===== src/rtl/id_ex_operand_stage.sv =====
// ID/EX boundary: register-file read addressing, write-back bypass, load-use
// hazard detection and the ID/EX pipeline register with stall/bubble/flush.
module id_ex_operand_stage #(
  parameter int unsigned CTRL_W      = 12,
  parameter int unsigned MEMREAD_BIT = 3,
  parameter int unsigned CNT_W       = 16
) (
  input  logic              Clk,
  input  logic              Rst,
  input  logic              InValid,
  input  logic [4:0]        Rs,
  input  logic [4:0]        Rt,
  input  logic [4:0]        Rd,
  input  logic              UsesRt,
  input  logic [31:0]       Imm,
  input  logic [CTRL_W-1:0] CtrlIn,
  output logic [4:0]        ReadRegister1,
  output logic [4:0]        ReadRegister2,
  input  logic [31:0]       ReadData1,
  input  logic [31:0]       ReadData2,
  input  logic              WB_RegWrite,
  input  logic [4:0]        WB_WriteRegister,
  input  logic [31:0]       WB_WriteData,
  input  logic              ExHold,
  input  logic              Flush,
  output logic              Stall,
  output logic              EX_Valid,
  output logic [4:0]        EX_Rs,
  output logic [4:0]        EX_Rt,
  output logic [4:0]        EX_Rd,
  output logic [31:0]       EX_A,
  output logic [31:0]       EX_B,
  output logic [31:0]       EX_Imm,
  output logic [CTRL_W-1:0] EX_Ctrl,
  output logic [CNT_W-1:0]  StallCount
);

  typedef enum logic {RUN, BUBBLE} state_t;

  state_t              state_q, state_d;
  logic                ex_valid_q, ex_valid_d;
  logic [4:0]          ex_rs_q, ex_rs_d, ex_rt_q, ex_rt_d, ex_rd_q, ex_rd_d;
  logic [31:0]         ex_a_q, ex_a_d, ex_b_q, ex_b_d, ex_imm_q, ex_imm_d;
  logic [CTRL_W-1:0]   ex_ctrl_q, ex_ctrl_d;
  logic [CNT_W-1:0]    stall_count_q, stall_count_d;
  logic [31:0]         op_a, op_b;
  logic                haz, stall;

  // Register 0 reads as zero; a non-zero WB destination implies it is not r0.
  always_comb begin
    op_a = ReadData1;
    if (Rs == '0)
      op_a = '0;
    else if (WB_RegWrite && (WB_WriteRegister == Rs))
      op_a = WB_WriteData;

    op_b = ReadData2;
    if (Rt == '0)
      op_b = '0;
    else if (WB_RegWrite && (WB_WriteRegister == Rt))
      op_b = WB_WriteData;
  end

  always_comb begin
    haz = InValid && ex_valid_q && ex_ctrl_q[MEMREAD_BIT] && (ex_rt_q != '0) &&
          ((ex_rt_q == Rs) || (UsesRt && (ex_rt_q == Rt)));
    stall = !Flush && (ExHold || haz);
  end

  always_comb begin
    ex_valid_d = ex_valid_q;
    ex_rs_d    = ex_rs_q;
    ex_rt_d    = ex_rt_q;
    ex_rd_d    = ex_rd_q;
    ex_a_d     = ex_a_q;
    ex_b_d     = ex_b_q;
    ex_imm_d   = ex_imm_q;
    ex_ctrl_d  = ex_ctrl_q;
    state_d    = RUN;

    if (Flush || (!ExHold && haz)) begin
      ex_valid_d = 1'b0;
      ex_rs_d    = '0;
      ex_rt_d    = '0;
      ex_rd_d    = '0;
      ex_a_d     = '0;
      ex_b_d     = '0;
      ex_imm_d   = '0;
      ex_ctrl_d  = '0;
    end else if (!ExHold) begin
      ex_valid_d = InValid;
      ex_rs_d    = Rs;
      ex_rt_d    = Rt;
      ex_rd_d    = Rd;
      ex_a_d     = op_a;
      ex_b_d     = op_b;
      ex_imm_d   = Imm;
      ex_ctrl_d  = InValid ? CtrlIn : '0;
    end

    // The inserted bubble clears haz on the following cycle, so BUBBLE lasts one cycle.
    case (state_q)
      RUN:     state_d = (haz && !ExHold && !Flush) ? BUBBLE : RUN;
      BUBBLE:  state_d = RUN;
      default: state_d = RUN;
    endcase

    stall_count_d = stall_count_q;
    if (stall && (stall_count_q != '1))
      stall_count_d = stall_count_q + CNT_W'(1);
  end

  always_ff @(posedge Clk or posedge Rst) begin
    if (Rst) begin
      state_q       <= RUN;
      ex_valid_q    <= 1'b0;
      ex_rs_q       <= '0;
      ex_rt_q       <= '0;
      ex_rd_q       <= '0;
      ex_a_q        <= '0;
      ex_b_q        <= '0;
      ex_imm_q      <= '0;
      ex_ctrl_q     <= '0;
      stall_count_q <= '0;
    end else begin
      state_q       <= state_d;
      ex_valid_q    <= ex_valid_d;
      ex_rs_q       <= ex_rs_d;
      ex_rt_q       <= ex_rt_d;
      ex_rd_q       <= ex_rd_d;
      ex_a_q        <= ex_a_d;
      ex_b_q        <= ex_b_d;
      ex_imm_q      <= ex_imm_d;
      ex_ctrl_q     <= ex_ctrl_d;
      stall_count_q <= stall_count_d;
    end
  end

  assign ReadRegister1 = Rs;
  assign ReadRegister2 = Rt;
  assign Stall         = stall;
  assign EX_Valid      = ex_valid_q;
  assign EX_Rs         = ex_rs_q;
  assign EX_Rt         = ex_rt_q;
  assign EX_Rd         = ex_rd_q;
  assign EX_A          = ex_a_q;
  assign EX_B          = ex_b_q;
  assign EX_Imm        = ex_imm_q;
  assign EX_Ctrl       = ex_ctrl_q;
  assign StallCount    = stall_count_q;

endmodule


===== config.mk =====
export PLATFORM = sky130hd
export DESIGN_NAME = id_ex_operand_stage
export DESIGN_NICKNAME = d
export VERILOG_FILES = /design/src/rtl/id_ex_operand_stage.sv
export SDC_FILE = /design/constraint.sdc
export NUM_CORES = 1
export LEC_CHECK = 0
export ABC_CLOCK_PERIOD_IN_PS = 5250
export CAP_MARGIN = 20
export CORE_ASPECT_RATIO = 0.6
export CORE_UTILIZATION = 40
export CTS_CLUSTER_SIZE = 25
export DETAILED_ROUTE_END_ITERATION = 16
export PLACE_DENSITY = 0.84
export SLEW_MARGIN = 15
export SYNTH_ARGS = -nofsm -noshare
export SYNTH_HDL_FRONTEND = slang
export SYNTH_SLANG_ARGS = --single-unit

===== constraint.sdc =====
create_clock -name Clk -period 5.25 [get_ports Clk]
set_input_delay 0.7875 -clock Clk [delete_from_list [all_inputs] [get_ports Clk]]
set_output_delay 0.7875 -clock Clk [all_outputs]
set_load 0.02 [all_outputs]

==> impl_metrics.json <==
{
  "synth_flop_cell": "dfrtp_1",
  "cts.root.buffer_cell": "clkbuf_16",
  "place_ws_ns": 1.55,
  "fin_tns_setup_ns": 0,
  "min_period_ns": 3.72,
  "synth_common_cells": "dfrtp_1, nand2_1, mux2i_1",
  "cts_setup_buffers": 0,
  "leakagePower_nw": 4.08,
  "synth_cells": 538,
  "maxSlewViolCount": 0,
  "fillerInstances": 1102,
  "min-delay-start": "EX_B[20]$_DFFE_PP0P_",
  "layout.cells.non_filler": 1045,
  "diodes": 0,
  "num_io_pins": 318,
  "drtIter0Drc": 415,
  "hold_viol_final": 0,
  "crit_path_end": "Stall",
  "required_ns": 4.46,
  "p_per_area_nw_per_um2": 293,
  "r2r_cells": 5,
  "yosysUniqueCellTypes": 34,
  "dr_total_vias": 5264,
  "status": "completed",
  "r2r_start": "EX_Rt[1]$_DFFE_PP0P_",
  "clock-sinks": 140,
  "fin_ws_ns": 1.53,
  "startpoint_type": "input pin",
  "setup.worst_path.start": "Rs[2]",
  "syn_area_um2": 6160,
  "finalNetCount": 1002,
  "drt-pass1-iter-count": 4,
  "final_cell_area_um2": 9960,
  "grt_max_degree": 108,
  "synthDominantCellAreaShare": 0.569,
  "hold_buffers": 0,
  "grt-ovfl-total": 0,
  "cts-resized-gates": 0,
  "skew_ns": 0.0129,
  "htreeDepth": 4,
  "yosys_warnings": 0,
  "maxCapViolCount": 0,
  "grt_pass1_wl_mm": 29.7,
  "grt_pass1_vias": 5299,
  "worst_pin_slew_ns": 1.10,
  "dieArea_um2": 15900,
  "core-area_um2": 14800,
  "cts_tree": "built",
  "min_path_type": "reg -> reg",
  "drive_gt1_frac": 0.0543,
  "post_drt_wl_per_cell_um": 18.2,
  "r2r_end": "EX_A[2]$_DFFE_PP0P_",
  "die_h_um": 98.1,
  "yosysTopAreaCell": "dfrtp_1",
  "period_share": 0.708,
  "synth-async-reset-ratio": 1.00,
  "place_hpwl_mm": 14.0,
  "via_per_inst": 5.04,
  "drc": 0,
  "synthTopCellsByArea": "dfrtp_1, mux2i_1, a22o_1, o21ai_0, nand2_1",
  "rrSetupSlack_ns": 2.25,
  "worstPathArrival_ns": 2.93,
  "grt_use_total": 0.241,
  "setup_viol": 0,
  "die_x_um": 162,
  "dp_cells": 1013,
  "ir_worst_vdd_v": 0.000192,
  "rsz0062_at_grt": "false",
  "postPlaceCellArea_um2": 9410,
  "cp_max_fo": 5,
  "antenna_left": 0,
  "portBuffers": 317,
  "hold_ws_ns": 0.475,
  "routed_wl_mm": 19.0,
  "ys_seq_elements": 140,
  "initial_utilization": 0.417,
  "area_growth_pct": 61.8,
  "cts.clk_slew.worst_paths_ns": 0.06,
  "cts_buffers": 17,
  "postSynthAreaPerCell_um2": 11.4,
  "endpoint_kind": "output pin",
  "crit_type": "in -> out",
  "maxSlewHeadroom": 0.268,
  "syn-num-nets": 706,
  "clock.fmax_mhz": 269,
  "row_count": 34,
  "yosysMostFrequentCell": "dfrtp_1",
  "clock_latency_ns": 0.40,
  "clockBufferDepth": 2,
  "place.gp.congestion": 0.908,
  "seq_area_frac_synth": 0.569,
  "synth-edff-count": 0,
  "antenna_found_initial": 0
}
==> report_power, final <==
group          switching (mW)  internal [mW]  leakage [nW]
clock network           0.473          0.640         0.267
registers              0.0599           1.15          1.85
logic                   0.277          0.312          1.96
==> how the worst min path moves through the flow <==
stage / to / slack, ns / depth (start not counted)
6_report: EX_B[20]$_DFFE_PP0P_ / 0.48 / 2
5_1_grt: EX_B[11]$_DFFE_PP0P_ / 0.51 / 2
4_1_cts: EX_B[20]$_DFFE_PP0P_ / 0.48 / 2
3_5_place_dp: EX_B[20]$_DFFE_PP0P_ / 0.47 / 2
3_3_place_gp: EX_A[1]$_DFFE_PP0P_ / 0.46 / 2
2_1_floorplan: EX_A[10]$_DFFE_PP0P_ / 0.59 / 2
==> stage by stage <==
stage               power, mW  utilization
floorplan                1.48            -
global placement         1.82        0.637
detailed placement       1.82        0.637
CTS                      2.95        0.675
global route             3.04        0.675
finish                   2.92        0.675
==> metal layers <==
layer | GRT usage | routed length, um | up-vias
met4 | 0.0581 | 230 | 0
met3 | 0.0658 | 1410 | 17
met2 | 0.392 | 9150 | 216
li1 | - | - | 2512
met5 | 0 | 0 | -
met1 | 0.320 | 8220 | 2519
==> critical path, cell delays in order <==
cell,delay [ns]
clkdlybuf4s50_1,0.59
xnor2_1,0.15
nand3_1,0.14
o22ai_1,0.39
a21oi_1,0.14
nor2_1,0.11
clkdlybuf4s50_1,0.62
==> cell type report <==
cell class / count / area (um^2) / area share
Multi-Input combinational cell: 349 / 2420 / 0.243
Timing Repair Buffer: 322 / 3210 / 0.322
Sequential cell: 140 / 3500 / 0.352
Clock inverter: 13 / 106 / 0.0107
Inverter: 4 / 20.0 / 0.00201
Tap cell: 198 / 248 / 0.0249
Clock buffer: 19 / 453 / 0.0455
==> cells in the final DEF, fill, tap and decap left out, types with 3 or more instances in the layout <==
cell	Yosys	layout
nor3_1	5	5
mux2i_1	63	63
inv_6	0	6
inv_1	4	3
buf_4	14	5
clkbuf_16	0	17
o21ai_0	60	59
xor2_1	11	11
xnor2_1	23	23
clkinv_4	0	4
nand2_1	77	77
nand4_1	4	4
clkdlybuf4s50_1	0	317
a22o_1	59	59
nand3_1	8	8
clkinvlp_4	0	3
and3_1	5	3
o21ai_1	3	3
nor2_1	6	5
dfrtp_1	140	140
==> state kept, by name, summed over array words and instances, names as in the netlist <==
register	flops
EX_A	32
EX_B	32
EX_Ctrl	12
EX_Imm	32
EX_Rd	5
EX_Rs	5
EX_Rt	5
EX_Valid	1
StallCount	16
==> logic make-up after synthesis <==
group | share of synthesized area
muxes | 0.106
AOI/OAI and AO/OA | 0.151
and+or+nand+nor | 0.0835
xor gates and xnor gates | 0.0484
DFF | 0.569
buffers and inverters | 0.0396
adders and majority gates | 0.00203
(Power assumes the default switching activity.)
